===== config.mk =====
export PLATFORM = sky130hd
export DESIGN_NAME = source_arbiter
export DESIGN_NICKNAME = d
export VERILOG_FILES = /design/src/rtl/source_arbiter.sv
export SDC_FILE = /design/constraint.sdc
export NUM_CORES = 1
export LEC_CHECK = 0
export ABC_CLOCK_PERIOD_IN_PS = 1600
export CAP_MARGIN = 0
export CORE_UTILIZATION = 35
export DETAILED_ROUTE_END_ITERATION = 16
export DONT_BUFFER_PORTS = 1
export GPL_ROUTABILITY_DRIVEN = 0
export PLACE_DENSITY_LB_ADDON = 0.25
export SLEW_MARGIN = 20
export SYNTH_ARGS = -nofsm -noshare
export SYNTH_HDL_FRONTEND = slang
export SYNTH_SLANG_ARGS = --single-unit

===== constraint.sdc =====
create_clock -name clk -period 1.6 [get_ports clk]
set_input_delay 0.16 -clock clk [delete_from_list [all_inputs] [get_ports clk]]
set_output_delay 0.16 -clock clk [all_outputs]
set_load 0.05 [all_outputs]

===== src/rtl/source_arbiter.sv =====
// Two-source packet arbiter: round-robin grant, BURST_LEN bytes per packet, registered outputs.
// Define SRC_ARB_TIMEOUT_EN to add the idle-abort timer and the timeout output.
module source_arbiter #(
  parameter int unsigned BURST_LEN = 512,
  parameter int unsigned IDLE_TO   = 255
) (
  input  logic clk,
  input  logic rst,
  input  logic req1,
  input  logic req2,
  input  logic en1,
  input  logic en2,
  output logic gnt1,
  output logic gnt2,
  output logic flag,
  output logic busy,
  output logic pkt_done
`ifdef SRC_ARB_TIMEOUT_EN
  ,
  output logic timeout
`endif
);

  localparam int unsigned CW = $clog2(BURST_LEN);
  localparam int unsigned IW = $clog2(IDLE_TO + 1);
  localparam logic [CW-1:0] LAST_BYTE = CW'(BURST_LEN - 1);

  if (BURST_LEN < 2 || BURST_LEN > 65535) begin : g_bad_burst_len
    $error("source_arbiter: BURST_LEN out of range");
  end
  if (IDLE_TO < 1 || IDLE_TO > 65535) begin : g_bad_idle_to
    $error("source_arbiter: IDLE_TO out of range");
  end

  typedef enum logic [1:0] {IDLE, GRANT1, GRANT2, GAP} state_t;

  state_t        state, state_n;
  logic [CW-1:0] count, count_n;
  logic          last_src, last_src_n;   // 1 = source 2 was granted last
  logic          flag_n;
  logic          done_n;
  logic          byte_ok;

`ifdef SRC_ARB_TIMEOUT_EN
  logic [IW-1:0] idle_cnt, idle_cnt_n;
  logic          timeout_n;
`endif

  always_comb begin
    state_n    = state;
    count_n    = count;
    last_src_n = last_src;
    flag_n     = flag;
    done_n     = 1'b0;
    byte_ok    = 1'b0;
`ifdef SRC_ARB_TIMEOUT_EN
    idle_cnt_n = idle_cnt;
    timeout_n  = 1'b0;
`endif
    case (state)
      IDLE: begin
`ifdef SRC_ARB_TIMEOUT_EN
        idle_cnt_n = '0;
`endif
        if (req1 && (!req2 || last_src)) begin
          state_n    = GRANT1;
          flag_n     = 1'b0;
          last_src_n = 1'b0;
        end else if (req2) begin
          state_n    = GRANT2;
          flag_n     = 1'b1;
          last_src_n = 1'b1;
        end
      end
      GRANT1, GRANT2: begin
        byte_ok = (state == GRANT1) ? en1 : en2;
        if (byte_ok) begin
`ifdef SRC_ARB_TIMEOUT_EN
          idle_cnt_n = '0;
`endif
          if (count == LAST_BYTE) begin
            state_n = GAP;
            count_n = '0;
            done_n  = 1'b1;
          end else begin
            count_n = count + 1'b1;
          end
        end
`ifdef SRC_ARB_TIMEOUT_EN
        // abort on the edge that would complete the IDLE_TO-th idle cycle
        else if (idle_cnt == IW'(IDLE_TO - 1)) begin
          state_n    = GAP;
          count_n    = '0;
          idle_cnt_n = '0;
          timeout_n  = 1'b1;
        end else begin
          idle_cnt_n = idle_cnt + 1'b1;
        end
`endif
      end
      GAP:     state_n = IDLE;
      default: state_n = IDLE;
    endcase
  end

  always_ff @(posedge clk) begin
    if (rst) begin
      state    <= IDLE;
      count    <= '0;
      last_src <= 1'b1;
      gnt1     <= 1'b0;
      gnt2     <= 1'b0;
      flag     <= 1'b0;
      busy     <= 1'b0;
      pkt_done <= 1'b0;
`ifdef SRC_ARB_TIMEOUT_EN
      idle_cnt <= '0;
      timeout  <= 1'b0;
`endif
    end else begin
      state    <= state_n;
      count    <= count_n;
      last_src <= last_src_n;
      gnt1     <= (state_n == GRANT1);
      gnt2     <= (state_n == GRANT2);
      flag     <= flag_n;
      busy     <= (state_n != IDLE);
      pkt_done <= done_n;
`ifdef SRC_ARB_TIMEOUT_EN
      idle_cnt <= idle_cnt_n;
      timeout  <= timeout_n;
`endif
    end
  end

endmodule


==> flow_metrics.env <==
export IMPL_status="finished, final reports clean"
export IMPL_final_setup_tns_ns=0
export IMPL_synth_top_area_share_pct=42.1
export IMPL_grt_pass1_wl_mm=2.80
export IMPL_die_area_um2=2510
export IMPL_leakage_nw=0.367
export IMPL_synthAdderAreaFrac_pct=7.74
export IMPL_drive_gt1_share_pct=26.7
export IMPL_grt_overflow_total=0
export IMPL_dpl_hpwl_mm=1.12
export IMPL_cts_sinks=17
export IMPL_slew_headroom_pct=66.0
export IMPL_endpoint_kind="flip-flop"
export IMPL_synth_xor_area_share_pct=6.50
export IMPL_min_period_ns=1.54
export IMPL_vias=649
export IMPL_final_max_slew_viol_count=0
export IMPL_cts_buffer_depth=2
export IMPL_yosysSeqAreaShare_pct=42.1
export IMPL_die_w_um=50.1
export IMPL_skew_ns=0.00897
export IMPL_diodes=0
export IMPL_synth_cell_type_count=32
export IMPL_tightest_slew_ns=0.496
export IMPL_async_flop_share_pct=0
export IMPL_core_um2=2190
export IMPL_worstPathRequired_ns=1.78
export IMPL_nets=113
export IMPL_ys_flop_type="dfxtp_1"
export IMPL_syn_num_nets=100
export IMPL_cp_arrival_ns=1.72
export IMPL_max_freq_mhz=650
export IMPL_clk_pin_slew_ns=0.09
export IMPL_io_buffer_count=0
export IMPL_place_area_um2=895
export IMPL_dieHeight_um=50.1
export IMPL_drv_cap=0
export IMPL_cts_tree="yes"
export IMPL_synth_edf_count=0
export IMPL_total_power_w=0.000927
export IMPL_synth_top_cell_by_area="dfxtp_1"
export IMPL_netlist_area_um2=808
export IMPL_power_density_nw_per_um2=945
export IMPL_num_io_pins=11
export IMPL_first_global_vias=679
export IMPL_synthSimpleGateAreaFrac_pct=24.6
export IMPL_totalWireLength_mm=1.56
export IMPL_rsz0062_at_grt="true"
export IMPL_postRouteAntennaNets=0
export IMPL_antenna_found_initial=0
export IMPL_worstSetupPathType="reg -> reg"
export IMPL_synthTopCellsByArea="dfxtp_1 (42%), ha_1 (7.7%), xor2_1 (4.3%)"
export IMPL_irDropWorstVdd_mv=0.755
export IMPL_worstSkewPairLatency_ns=0.29
export IMPL_period_share_pct=96.2
export IMPL_synth_compound_area_share_pct=13.5
export IMPL_fin_area_um2=981
export IMPL_synth_most_common_cell="dfxtp_1"
export IMPL_hold_viol=0
export IMPL_via_per_inst=5.03
export IMPL_cts_htree_levels=1
export IMPL_postSynthCellCount=89
export IMPL_cts_buffers=3
export IMPL_crit_fanout=9
export IMPL_nFillCells=221
export IMPL_netlist_top_cells_count="dfxtp_1 (17), nand2_1 (9), nor2_1 (9)"
export IMPL_yosys_warnings=0
export IMPL_avgRoutedWirePerCell_um=12.1
export IMPL_synth_seq_cells=17
export IMPL_gr_usage_all_layers_pct=15.0
export IMPL_initial_core_util_pct=36.9
export IMPL_crit_path_start_kind="flip-flop"
export IMPL_muxShareOfSynthArea_pct=3.10
export IMPL_syn_avg_cell_area_um2=9.08
export IMPL_fp_row_count=17
export IMPL_setup_viol=0
export IMPL_syn2layout_area_growth_pct=21.4
export IMPL_drc_errors=0
export IMPL_grt_max_degree=10
export IMPL_synth_top_family_by_area="simple AND/OR/NAND/NOR gates"
export IMPL_hold_path_class="in -> reg"
export IMPL_clockRootBuffer="clkbuf_4"
export IMPL_dr_pass1_iters=4
export IMPL_drt_iter0_markers=9
[power by group]
group	switching [W]	internal, W	leakage [nW]	total, W
clock	0.000125	0.0000969	0.0150	0.000222
combinational	0.000102	0.0000962	0.213	0.000199
sequential	0.0000574	0.000449	0.139	0.000507
[cell type report]
type / instances / area [µm²] / area share, %
tap: 28 / 35.0 / 3.57
clock buffer: 4 / 26.3 / 2.68
inverter: 3 / 11.3 / 1.15
timing repair buffer: 10 / 77.6 / 7.91
multi-input combinational: 67 / 488 / 49.7
sequential: 17 / 343 / 34.9
[placed cells by master (no fill, tap or decap), drive strengths merged, types with 2 or more instances in the layout]
cell type and count:
a21oi 6, dfxtp 17, clkbuf 4, o21ai 3
ha 5, xnor2 2, xor2 4, buf 9
nand2 9, a31oi 2, nor3 3, nand3 3
nor2 9, nor3b 3, nand4 4, inv 3
[per-layer routing]
metal,GRT usage (%),part of all wire (%)
met5,0,0
met4,6.67,1.5
met3,6.79,4.3
met2,24.7,46
met1,16.4,48
[flip-flops by register name, summed over array words and instances, names as in the netlist]
name      flops
last_src      1
gnt1          1
count         9
state         2
pkt_done      1
gnt2          1
busy          1
flag          1
[through the flow]
| stage | hold slack [ns] | instances | utilization, % | setup WS, ns |
|---|---|---|---|---|
| after floorplan | 0.326 | 89 | - | 0.0344 |
| after global placement | 0.232 | 123 | 40.8 | 0.0188 |
| after detailed placement | 0.234 | 123 | 40.8 | -0.00998 |
| after CTS | 0.0316 | 128 | 42.8 | 0.0128 |
| after global routing | 0.0361 | 129 | 44.8 | -0.0461 |
| final | 0.0371 | 129 | 44.8 | 0.0616 |
[worst max-delay path: stages (launching register included)]
cell and delay, ns:
dfxtp_2 0.34, inv_2 0.09, ha_2 0.21, mux2_4 0.35
a2111oi_2 0.36, nor3_1 0.08
[worst paths after layout]
path	from	to	depth (start not counted)	slack [ns]
setup / recovery	state[1]$_SDFF_PP0_	busy$_SDFF_PP0_	5	0.06
hold / removal	req2	flag$_SDFFE_PP0P_	2	0.04
setup reg to reg	state[1]$_SDFF_PP0_	busy$_SDFF_PP0_	5	0.06
hold reg to reg	count[8]$_SDFFE_PP0P_	count[8]$_SDFFE_PP0P_	2	0.47
[kinds of logic after synthesis]
kind of cell    after synthesis
simple gates                 38
flops                        17
compound gates               16
xor+xnor                      6
buf+inv                       5
fa+ha+maj                     5
mux                           2
[repair_timing]
action                                 4_1_cts  5_1_grt
pin swaps                                    0        5
endpoints found under the hold margin        8        0
hold buffers                                 1        0
buffers inserted                             0        1
setup endpoints to repair                    1       12
gates resized for setup                      1       10
No activity file was read; power rests on OpenSTA's default activity.
